File: src/rtl/loader_pkg.sv
`default_nettype none
// ============================================================================
// Module      : loader_pkg
// Description : Shared types and widths for the program loader and CPU fetch.
// Revision    : 1.0 - initial release
// ============================================================================
package loader_pkg;

    localparam int IMEM_DEPTH = 256;
    localparam int BYTE_W     = 8;
    localparam int ADDR_W     = $clog2(IMEM_DEPTH);

    typedef enum logic [2:0] {
        IDLE = 3'd0,
        LEN  = 3'd1,
        DATA = 3'd2,
        CSUM = 3'd3,
        DONE = 3'd4,
        ERR  = 3'd5
    } loader_state_t;

endpackage
`default_nettype wire

File: src/rtl/loader_timeout.sv
`default_nettype none
// ============================================================================
// Module      : loader_timeout
// Description : Saturating idle-cycle counter; flags the TIMEOUT-th idle cycle.
// Revision    : 1.0 - initial release
// ============================================================================
module loader_timeout #(
    parameter int TIMEOUT = 1024
) (
    input  logic clk,
    input  logic reset,
    input  logic clear,
    input  logic enable,
    output logic expired
);

    localparam int            CW    = $clog2(TIMEOUT + 1);
    localparam logic [CW-1:0] LIMIT = CW'(TIMEOUT);
    localparam logic [CW-1:0] LAST  = CW'(TIMEOUT - 1);

    logic [CW-1:0] count_q;
    logic [CW-1:0] count_d;

    always_comb begin
        count_d = count_q;
        if (clear) begin
            count_d = '0;
        end else if (enable && (count_q != LIMIT)) begin
            count_d = count_q + 1'b1;
        end
    end

    always_ff @(posedge clk) begin
        if (reset) begin
            count_q <= '0;
        end else begin
            count_q <= count_d;
        end
    end

    // Asserted during the idle cycle whose closing edge would make the count TIMEOUT.
    assign expired = enable && !clear && (count_q >= LAST);

endmodule
`default_nettype wire

File: src/rtl/program_loader.sv
`default_nettype none
// ============================================================================
// Module      : program_loader
// Description : Streams a LEN/payload/CSUM image into instruction memory and
//               holds the CPU in reset until the image verifies.
// Revision    : 1.0 - initial release
// ============================================================================
module program_loader
    import loader_pkg::*;
#(
    parameter logic [ADDR_W-1:0] BASE_ADDR = 8'h00,
    parameter int                TIMEOUT   = 1024
) (
    input  logic              clk,
    input  logic              reset,
    input  logic              start,
    input  logic              in_valid,
    input  logic [BYTE_W-1:0] in_data,
    output logic              in_ready,
    output logic              mem_we,
    output logic [ADDR_W-1:0] mem_addr,
    output logic [BYTE_W-1:0] mem_wdata,
    output logic              cpu_hold,
    output logic              done,
    output logic              error
);

    loader_state_t     state_q, state_d;
    logic [BYTE_W-1:0] cnt_q, cnt_d;
    logic [BYTE_W-1:0] sum_q, sum_d;
    logic [ADDR_W-1:0] addr_q, addr_d;
    logic              we_q, we_d;
    logic [ADDR_W-1:0] waddr_q, waddr_d;
    logic [BYTE_W-1:0] wdata_q, wdata_d;

    logic beat;
    logic load_start;
    logic tmo_expired;

    assign in_ready   = (state_q == LEN) || (state_q == DATA) || (state_q == CSUM);
    assign beat       = in_valid && in_ready;
    assign load_start = start && ((state_q == IDLE) || (state_q == DONE) || (state_q == ERR));

    loader_timeout #(
        .TIMEOUT (TIMEOUT)
    ) u_timeout (
        .clk     (clk),
        .reset   (reset),
        .clear   (beat || load_start),
        .enable  (in_ready && !beat),
        .expired (tmo_expired)
    );

    always_comb begin
        state_d = state_q;
        cnt_d   = cnt_q;
        sum_d   = sum_q;
        addr_d  = addr_q;
        we_d    = 1'b0;
        waddr_d = waddr_q;
        wdata_d = wdata_q;
        case (state_q)
            IDLE, DONE, ERR: begin
                if (start) begin
                    state_d = LEN;
                end
            end
            LEN: begin
                if (beat) begin
                    state_d = DATA;
                    // LEN of zero wraps to 255, i.e. 256 bytes remaining.
                    cnt_d   = in_data - 8'd1;
                    addr_d  = BASE_ADDR;
                    sum_d   = '0;
                end else if (tmo_expired) begin
                    state_d = ERR;
                end
            end
            DATA: begin
                if (beat) begin
                    we_d    = 1'b1;
                    waddr_d = addr_q;
                    wdata_d = in_data;
                    sum_d   = sum_q + in_data;
                    addr_d  = addr_q + 8'd1;
                    if (cnt_q == '0) begin
                        state_d = CSUM;
                    end else begin
                        cnt_d = cnt_q - 8'd1;
                    end
                end else if (tmo_expired) begin
                    state_d = ERR;
                end
            end
            CSUM: begin
                if (beat) begin
                    state_d = (in_data == sum_q) ? DONE : ERR;
                end else if (tmo_expired) begin
                    state_d = ERR;
                end
            end
            default: begin
                state_d = IDLE;
            end
        endcase
    end

    always_ff @(posedge clk) begin
        if (reset) begin
            state_q <= IDLE;
            cnt_q   <= '0;
            sum_q   <= '0;
            addr_q  <= BASE_ADDR;
            we_q    <= 1'b0;
            waddr_q <= BASE_ADDR;
            wdata_q <= '0;
        end else begin
            state_q <= state_d;
            cnt_q   <= cnt_d;
            sum_q   <= sum_d;
            addr_q  <= addr_d;
            we_q    <= we_d;
            waddr_q <= waddr_d;
            wdata_q <= wdata_d;
        end
    end

    assign mem_we    = we_q;
    assign mem_addr  = waddr_q;
    assign mem_wdata = wdata_q;
    assign cpu_hold  = (state_q != DONE);
    assign done      = (state_q == DONE);
    assign error     = (state_q == ERR);

endmodule
`default_nettype wire

File: config.mk
export PLATFORM = sky130hd
export DESIGN_NAME = program_loader
export DESIGN_NICKNAME = d
export VERILOG_FILES = /design/src/rtl/loader_pkg.sv /design/src/rtl/loader_timeout.sv /design/src/rtl/program_loader.sv
export SDC_FILE = /design/constraint.sdc
export NUM_CORES = 1
export LEC_CHECK = 0
export CORE_UTILIZATION = 48
export CTS_CLUSTER_SIZE = 14
export DETAILED_ROUTE_END_ITERATION = 6
export GPL_TIMING_DRIVEN = 0
export PLACE_DENSITY = 0.67
export SYNTH_ARGS = -nofsm -noshare
export SYNTH_HDL_FRONTEND = slang
export SYNTH_HIERARCHICAL = 1
export SYNTH_SLANG_ARGS = --single-unit
File: constraint.sdc
create_clock -name clk -period 2.8 [get_ports clk]
set_input_delay 0.7 -clock clk [delete_from_list [all_inputs] [get_ports clk]]
set_output_delay 0.7 -clock clk [all_outputs]
set_load 0.01 [all_outputs]
==> flow_metrics.py, run 1 <==
metrics = {
    "worst_setup_path": {
        "crit_required_ns": 3.05,
        "crit_path_start": "in_data[0]",
        "crit_path_start_kind": "input pin",
        "worstReg2RegStart": "state_q[1]$_SDFFE_PP0P_",
        "worstSetupPathType": "in -> reg",
        "crit_chain": "clkdlybuf4s50_1 > ha_2 > a211oi_2 > nor3_1 > o31a_1 > o21a_1 > or4b_1 > nand3_1",
        "max_stage_delay_ns": 0.52,
        "path_buf_inv": 1,
        "cp_max_fo": 4,
        "crit_slowest_cell": "clkdlybuf4s50_1",
        "critPathArrivalTime_ns": 2.93,
        "cp_top_family": "compound AO/OA/AOI/OAI gates",
        "end_kind": "register",
    },
    "synthesis": {
        "yosysWarningCount": 6,
        "ys_ff_latch": 55,
        "synth_enable_flop_cells": 0,
        "ys_dominant_reg_cell": "dfxtp_1",
        "yosysSeqAreaShare_pct": 36.4,
        "async_flop_share_pct": 0,
        "netlist_area_um2": 3020,
        "syn_inst": 378,
        "synth_top_area_share_pct": 36.4,
        "yosysUniqueCellTypes": 65,
        "syn-num-nets": 402,
        "yosysTopAreaCell": "dfxtp_1",
        "syn_area_per_cell_um2": 8.00,
        "synth.area.top_cells": "dfxtp_1, nand2_1, a21oi_1",
    },
    "floorplanning": {
        "die_h_um": 81.4,
        "start_util_pct": 50.5,
        "num_rows": 28,
        "core_um2": 5990,
        "ioPinCount": 33,
        "dieArea_um2": 6620,
        "die_w_um": 81.4,
    },
    "sta": {
        "maxSlewViolCount": 0,
        "period_share_pct": 95.6,
        "finClkSkew_ns": 0.00597,
        "tightest_slew_ns": 0.601,
        "rsz0062_at_grt": "false",
        "final_hold_viol_count": 0,
        "clock.fmax_mhz": 374,
        "fin_crit_ns": 2.68,
        "hold_ws_ns": 0.458,
        "setup_violations": 0,
        "slew-limit-headroom_pct": 59.8,
    },
    "detailed_routing": {
        "routedWlPerCell_um": 14.8,
        "drc": 0,
        "dr_total_vias": 2807,
        "drtIter0Drc": 143,
        "drtPass1Iterations": 4,
        "drtAntennaViolNets": 0,
        "drt-vias-per-instance": 5.69,
        "totalWireLength_um": 7280,
    },
    "placed_design": {
        "place.gp.congestion": 0.838,
        "hpwlAfterDp_um": 5340,
        "port_buffers": 32,
    },
    "finish": {
        "fin_util_pct": 59.8,
        "areaGrowthSynthToFinish_pct": 18.4,
        "layout.nets": 441,
        "fillers": 555,
        "drive_above_1_share_pct": 7.89,
        "antennaDiodeCount": 0,
    },
    "clocking": {
        "cts-root-buf": "clkbuf_8",
        "clk_latency_ns": 0.31,
        "cts_resized": 4,
        "numCtsBuffers": 5,
        "postCtsHoldBufs": 0,
        "cts_setup_buffers": 0,
        "clk_pin_slew_worst_paths_ns": 0.10,
        "h-tree-depth": 2,
        "cts_tree": "built",
        "cts_sinks": 55,
        "ctsLongestPathBuffers": 2,
    },
    "power": {
        "power_mw": 1.71,
        "power_density_nw_per_um2": 478,
        "vdd_drop_max_v": 0.000288,
        "p_leak_nw": 1.28,
    },
    "grt": {
        "grt_overflow": 0,
        "antenna_found_initial": 0,
        "grt_pass1_wl_um": 12100,
        "grt_pass1_vias": 2534,
        "grt_util_all_layers_pct": 23.8,
        "grt_max_degree": 17,
    },
    "flow_run": {
        "drv_cap": 0,
    },
    "worst_hold_path": {
        "hp-class": "reg -> reg",
        "min_from": "mem_addr[2]$_SDFFE_PP0P_",
    },
    "status": {
        "status": "complete, no violations",
    },
}
power by group:
part	switching [mW]	internal [mW]	leakage [nW]
Combinational	0.201	0.128	0.775
Sequential	0.0180	0.805	0.445
Clock	0.267	0.290	0.0612
state kept, by name, indices dropped and copies added (netlist names):
register	cells
u_timeout/count_q	11
sum_q	8
state_q	3
mem_we	1
cnt_q	8
mem_wdata	8
addr_q	8
mem_addr	8
routing by layer:
metal	up-vias	wire, um	GRT usage (%)
met5	-	0	0
met4	0	59	5.71
met3	7	345	4.04
met2	55	3380	37.6
met1	1299	3500	33.4
li1	1446	-	-
cell families after synthesis:
| family | synth area share (%) |
|---|---|
| compound gates | 21.0 |
| xor+xnor | 3.77 |
| fa+ha+maj | 5.22 |
| buf+inv | 3.64 |
| flops | 36.4 |
| mux | 1.99 |
| simple gates | 28.0 |
worst register-to-register path, delay by kind of cell, from the launching register on:
kind / cells / cell delay, ns
and+or+nand+nor: 2 / 0.28
buffers and inverters: 2 / 0.39
DFF: 1 / 0.33
AOI/OAI and AO/OA: 5 / 1.31
worst paths after layout:
kind | slack [ns] | end | cells after the start
max reg2reg | 0.39 | state_q[0]$_SDFFE_PP0P_ | 9
max | 0.12 | sum_q[7]$_SDFFE_PP0P_ | 8
min reg2reg | 0.46 | mem_addr[2]$_SDFFE_PP0P_ | 2
min | 0.46 | mem_addr[2]$_SDFFE_PP0P_ | 2
cell type report:
class | count | area (um^2) | area share, %
Multi-Input combinational cell | 296 | 1830 | 51.1
Sequential cell | 55 | 1100 | 30.8
Timing Repair Buffer | 32 | 323 | 9.02
Tap cell | 75 | 93.8 | 2.62
Buffer | 19 | 83.8 | 2.34
Clock buffer | 6 | 82.6 | 2.31
Clock inverter | 2 | 35.0 | 0.979
Inverter | 8 | 30.0 | 0.839
cell usage after synthesis (all sizes together) (7+ instances only):
| master | instances |
|---|---|
| nand2 | 71 |
| dfxtp | 55 |
| a21oi | 37 |
| nor2 | 28 |
| nand3 | 14 |
| clkbuf | 11 |
| ha | 11 |
| o21ai | 9 |
| xor2 | 9 |
| buf | 8 |
| inv | 8 |
| nand2b | 8 |
| nand4 | 8 |
| nor4 | 8 |
| a211oi | 7 |
| nor3 | 7 |
metrics by stage:
stage	TNS, ns	cells	worst slack, ns	cell area (um^2)
2_1_floorplan	0	378	0.390	3020
3_3_place_gp	-1.69	485	-0.434	3440
3_5_place_dp	-1.91	485	-0.460	3440
4_1_cts	0	493	0.00841	3560
5_1_grt	0	493	0.0234	3580
6_report	0	493	0.125	3580
placed cells by master, fill, tap and decap left out, types with 3 or more instances in the layout:
cell / synthesis / layout
nand4_1: 8 / 8
o211ai_1: 3 / 3
o311ai_0: 3 / 3
nand3_1: 12 / 12
mux2i_1: 6 / 6
nor3_1: 7 / 6
nand2b_1: 7 / 7
nor2b_1: 6 / 6
clkbuf_8: 0 / 6
a31oi_1: 6 / 6
clkbuf_1: 11 / 8
clkdlybuf4s50_1: 0 / 28
nor2_1: 27 / 26
o21ai_1: 7 / 7
buf_1: 5 / 5
a211oi_1: 6 / 6
xor2_1: 9 / 9
a21o_1: 3 / 3
clkbuf_2: 0 / 3
nand2_1: 70 / 70
ha_1: 11 / 9
xnor2_1: 4 / 4
a21oi_1: 37 / 37
inv_1: 7 / 7
dfxtp_1: 55 / 55
nor4_1: 8 / 8
or3_1: 5 / 5
a22o_1: 3 / 3
Note: power is estimated with default switching activity, not from simulation.
==> inputs of run 2 (changes only) <==
--- a/config.mk
+++ b/config.mk
@@ -5,11 +5,12 @@
 export SDC_FILE = /design/constraint.sdc
 export NUM_CORES = 1
 export LEC_CHECK = 0
-export CORE_UTILIZATION = 48
+export CORE_UTILIZATION = 56
 export CTS_CLUSTER_SIZE = 14
 export DETAILED_ROUTE_END_ITERATION = 6
 export GPL_TIMING_DRIVEN = 0
-export PLACE_DENSITY = 0.67
+export MAX_ROUTING_LAYER = met4
+export PLACE_DENSITY = 0.76
 export SYNTH_ARGS = -nofsm -noshare
 export SYNTH_HDL_FRONTEND = slang
 export SYNTH_HIERARCHICAL = 1
==> run 2 against run 1 <==
Net effect: register-to-register slack lost 0.02 ns; first-iteration DRC count grew 24%; die area shrank 14%; critical path type is now reg -> out; largest power group unchanged.
==> flow_metrics.py, run 2 (synthesis gave the netlist of run 1 again) <==
metrics = {
    "power": {
        "power_mw": 1.64,
        "clkPwrFrac_pct": 29.5,
        "pwr-share-comb_pct": 20.1,
        "vdd_drop_max_v": 0.000270,
        "p_leak_nw": 1.27,
        "p_seq_share_pct": 50.4,
        "power_density_nw_per_um2": 460,
        "p_sw_share_pct": 31.7,
        "p_switching_uw": 519,
        "intPower_mw": 1.12,
    },
    "worst_setup_path": {
        "r2r-end": "state_q[0]$_SDFFE_PP0P_",
        "cp_max_fo": 10,
        "crit_required_ns": 2.10,
        "worstSetupPathType": "reg -> out",
        "crit_path_start_kind": "register",
        "end_kind": "primary output",
        "critPathArrivalTime_ns": 2.00,
        "r2r_slack_ns": 0.37,
        "crit_path_start": "state_q[0]$_SDFFE_PP0P_",
        "worstReg2RegStart": "state_q[0]$_SDFFE_PP0P_",
        "reg2regPathDepth": 9,
    },
    "sta": {
        "tightest_slew_ns": 0.601,
        "finClkSkew_ns": 0.0135,
        "final_hold_viol_count": 0,
        "setup_violations": 0,
        "maxSlewViolCount": 0,
        "clock.fmax_mhz": 371,
        "rsz0062_at_grt": "false",
        "period_share_pct": 96.3,
        "finalSetupTns_ns": 0,
        "fin_crit_ns": 2.70,
        "slew-limit-headroom_pct": 59.6,
    },
    "floorplanning": {
        "start_util_pct": 58.8,
        "die_h_um": 75.5,
        "die_w_um": 75.5,
        "dieArea_um2": 5700,
        "core_um2": 5140,
        "num_rows": 26,
        "ioPinCount": 33,
    },
    "grt": {
        "grt_util_all_layers_pct": 28.7,
        "grt_max_degree": 20,
        "antenna_found_initial": 0,
        "grt_pass1_wl_um": 12000,
        "grt_overflow": 0,
        "grt_pass1_vias": 2577,
    },
    "finish": {
        "largest-register": "u_timeout/count_q",
        "layout.nets": 441,
        "fillers": 455,
        "areaGrowthSynthToFinish_pct": 17.8,
        "stdcell_count": 488,
        "drive_above_1_share_pct": 8.13,
        "mostFrequentLayoutCells": "nand2_1, dfxtp_1, a21oi_1, clkdlybuf4s50_1, nor2_1",
        "antennaDiodeCount": 0,
        "largest_reg_flops": 11,
        "final_common_cell": "nand2_1",
        "design_area_um2": 3560,
    },
    "detailed_routing": {
        "drc": 0,
        "drtPass1Iterations": 5,
        "drt-vias-per-instance": 5.95,
        "drtIter0Drc": 178,
        "drtAntennaViolNets": 0,
        "routedWlPerCell_um": 15.4,
        "dr_total_vias": 2905,
        "totalWireLength_um": 7540,
    },
    "clocking": {
        "numCtsBuffers": 5,
        "ctsLongestPathBuffers": 2,
        "h-tree-depth": 2,
        "cts_tree": "built",
        "cts-root-buf": "clkbuf_8",
        "clk_latency_ns": 0.33,
        "cts_sinks": 55,
        "clk_pin_slew_worst_paths_ns": 0.11,
    },
    "worst_hold_path": {
        "hold_depth": 2,
        "hp-class": "reg -> reg",
        "holdPathEnd": "mem_addr[4]$_SDFFE_PP0P_",
        "min_from": "mem_addr[4]$_SDFFE_PP0P_",
    },
    "flow_run": {
        "drv_cap": 0,
    },
    "placed_design": {
        "hpwlAfterDp_um": 5540,
        "place.gp.congestion": 0.886,
        "place_area_um2": 3430,
        "port_buffers": 32,
        "placed_cells": 480,
    },
    "status": {
        "status": "complete, no violations",
    },
}
run 2: power by group through the flow:
stage | clock network, mW | logic, mW | registers (mW)
final | 0.483 | 0.329 | 0.826
after global routing | 0.526 | 0.361 | 0.831
after CTS | 0.492 | 0.321 | 0.826
after detailed placement | 0 | 0.322 | 0.841
after global placement | 0 | 0.319 | 0.840
after floorplan | 0 | 0.220 | 0.839
run 2: worst max-delay path, stage by stage, from the launching register on:
cell and delay [ns]:
dfxtp_1 0.32, buf_4 0.15, clkbuf_2 0.19, nor2_1 0.29, nand2_1 0.12, inv_1 0.08, clkdlybuf4s50_1 0.53
run 2: metrics by stage:
step / util (%) / setup slack (ns) / hold slack, ns
after floorplan: - / 0.390 / 0.436
after global placement: 66.7 / -0.559 / 0.441
after detailed placement: 66.7 / -0.579 / 0.446
after CTS: 68.6 / 0.0216 / 0.462
after global routing: 69.3 / 0.0105 / 0.478
final: 69.3 / 0.103 / 0.460
run 2: layout make-up:
class                      instances  area (um^2)  area share (%)
timing repair buffer              33          330            9.28
buffer                            18         78.8            2.21
tap                               70         87.6            2.46
clock buffer                       5         68.8            1.93
sequential                        55         1100            31.0
inverter                           8         30.0           0.843
clock inverter                     3         28.8           0.808
multi-input combinational        296         1830            51.5
run 2: per-layer routing:
layer	up-vias	GRT usage (%)	part of all wire (%)	routed length, um
met1	1354	37.7	47	3520
li1	1447	-	-	-
met3	18	4.89	4.2	318
met2	86	45.4	47	3560
met4	0	8.02	1.9	140
met5	-	-	0	0
run 2: worst max path at each step:
stage                     slack [ns]                      end
final                           0.10                     done
after global routing            0.01                     done
after CTS                       0.02  state_q[0]$_SDFFE_PP0P_
after detailed placement       -0.58  state_q[0]$_SDFFE_PP0P_
after global placement         -0.56  state_q[0]$_SDFFE_PP0P_
after floorplan                 0.39    sum_q[7]$_SDFFE_PP0P_
run 2: timing repair:
item / 4_1_cts / 5_1_grt
endpoints found under the hold margin: 0 / 0
setup buffers: 0 / 1
gates resized for setup: 4 / 9
hold buffers: 0 / 0
setup endpoints to repair: 6 / 3
pin swaps: 0 / 1
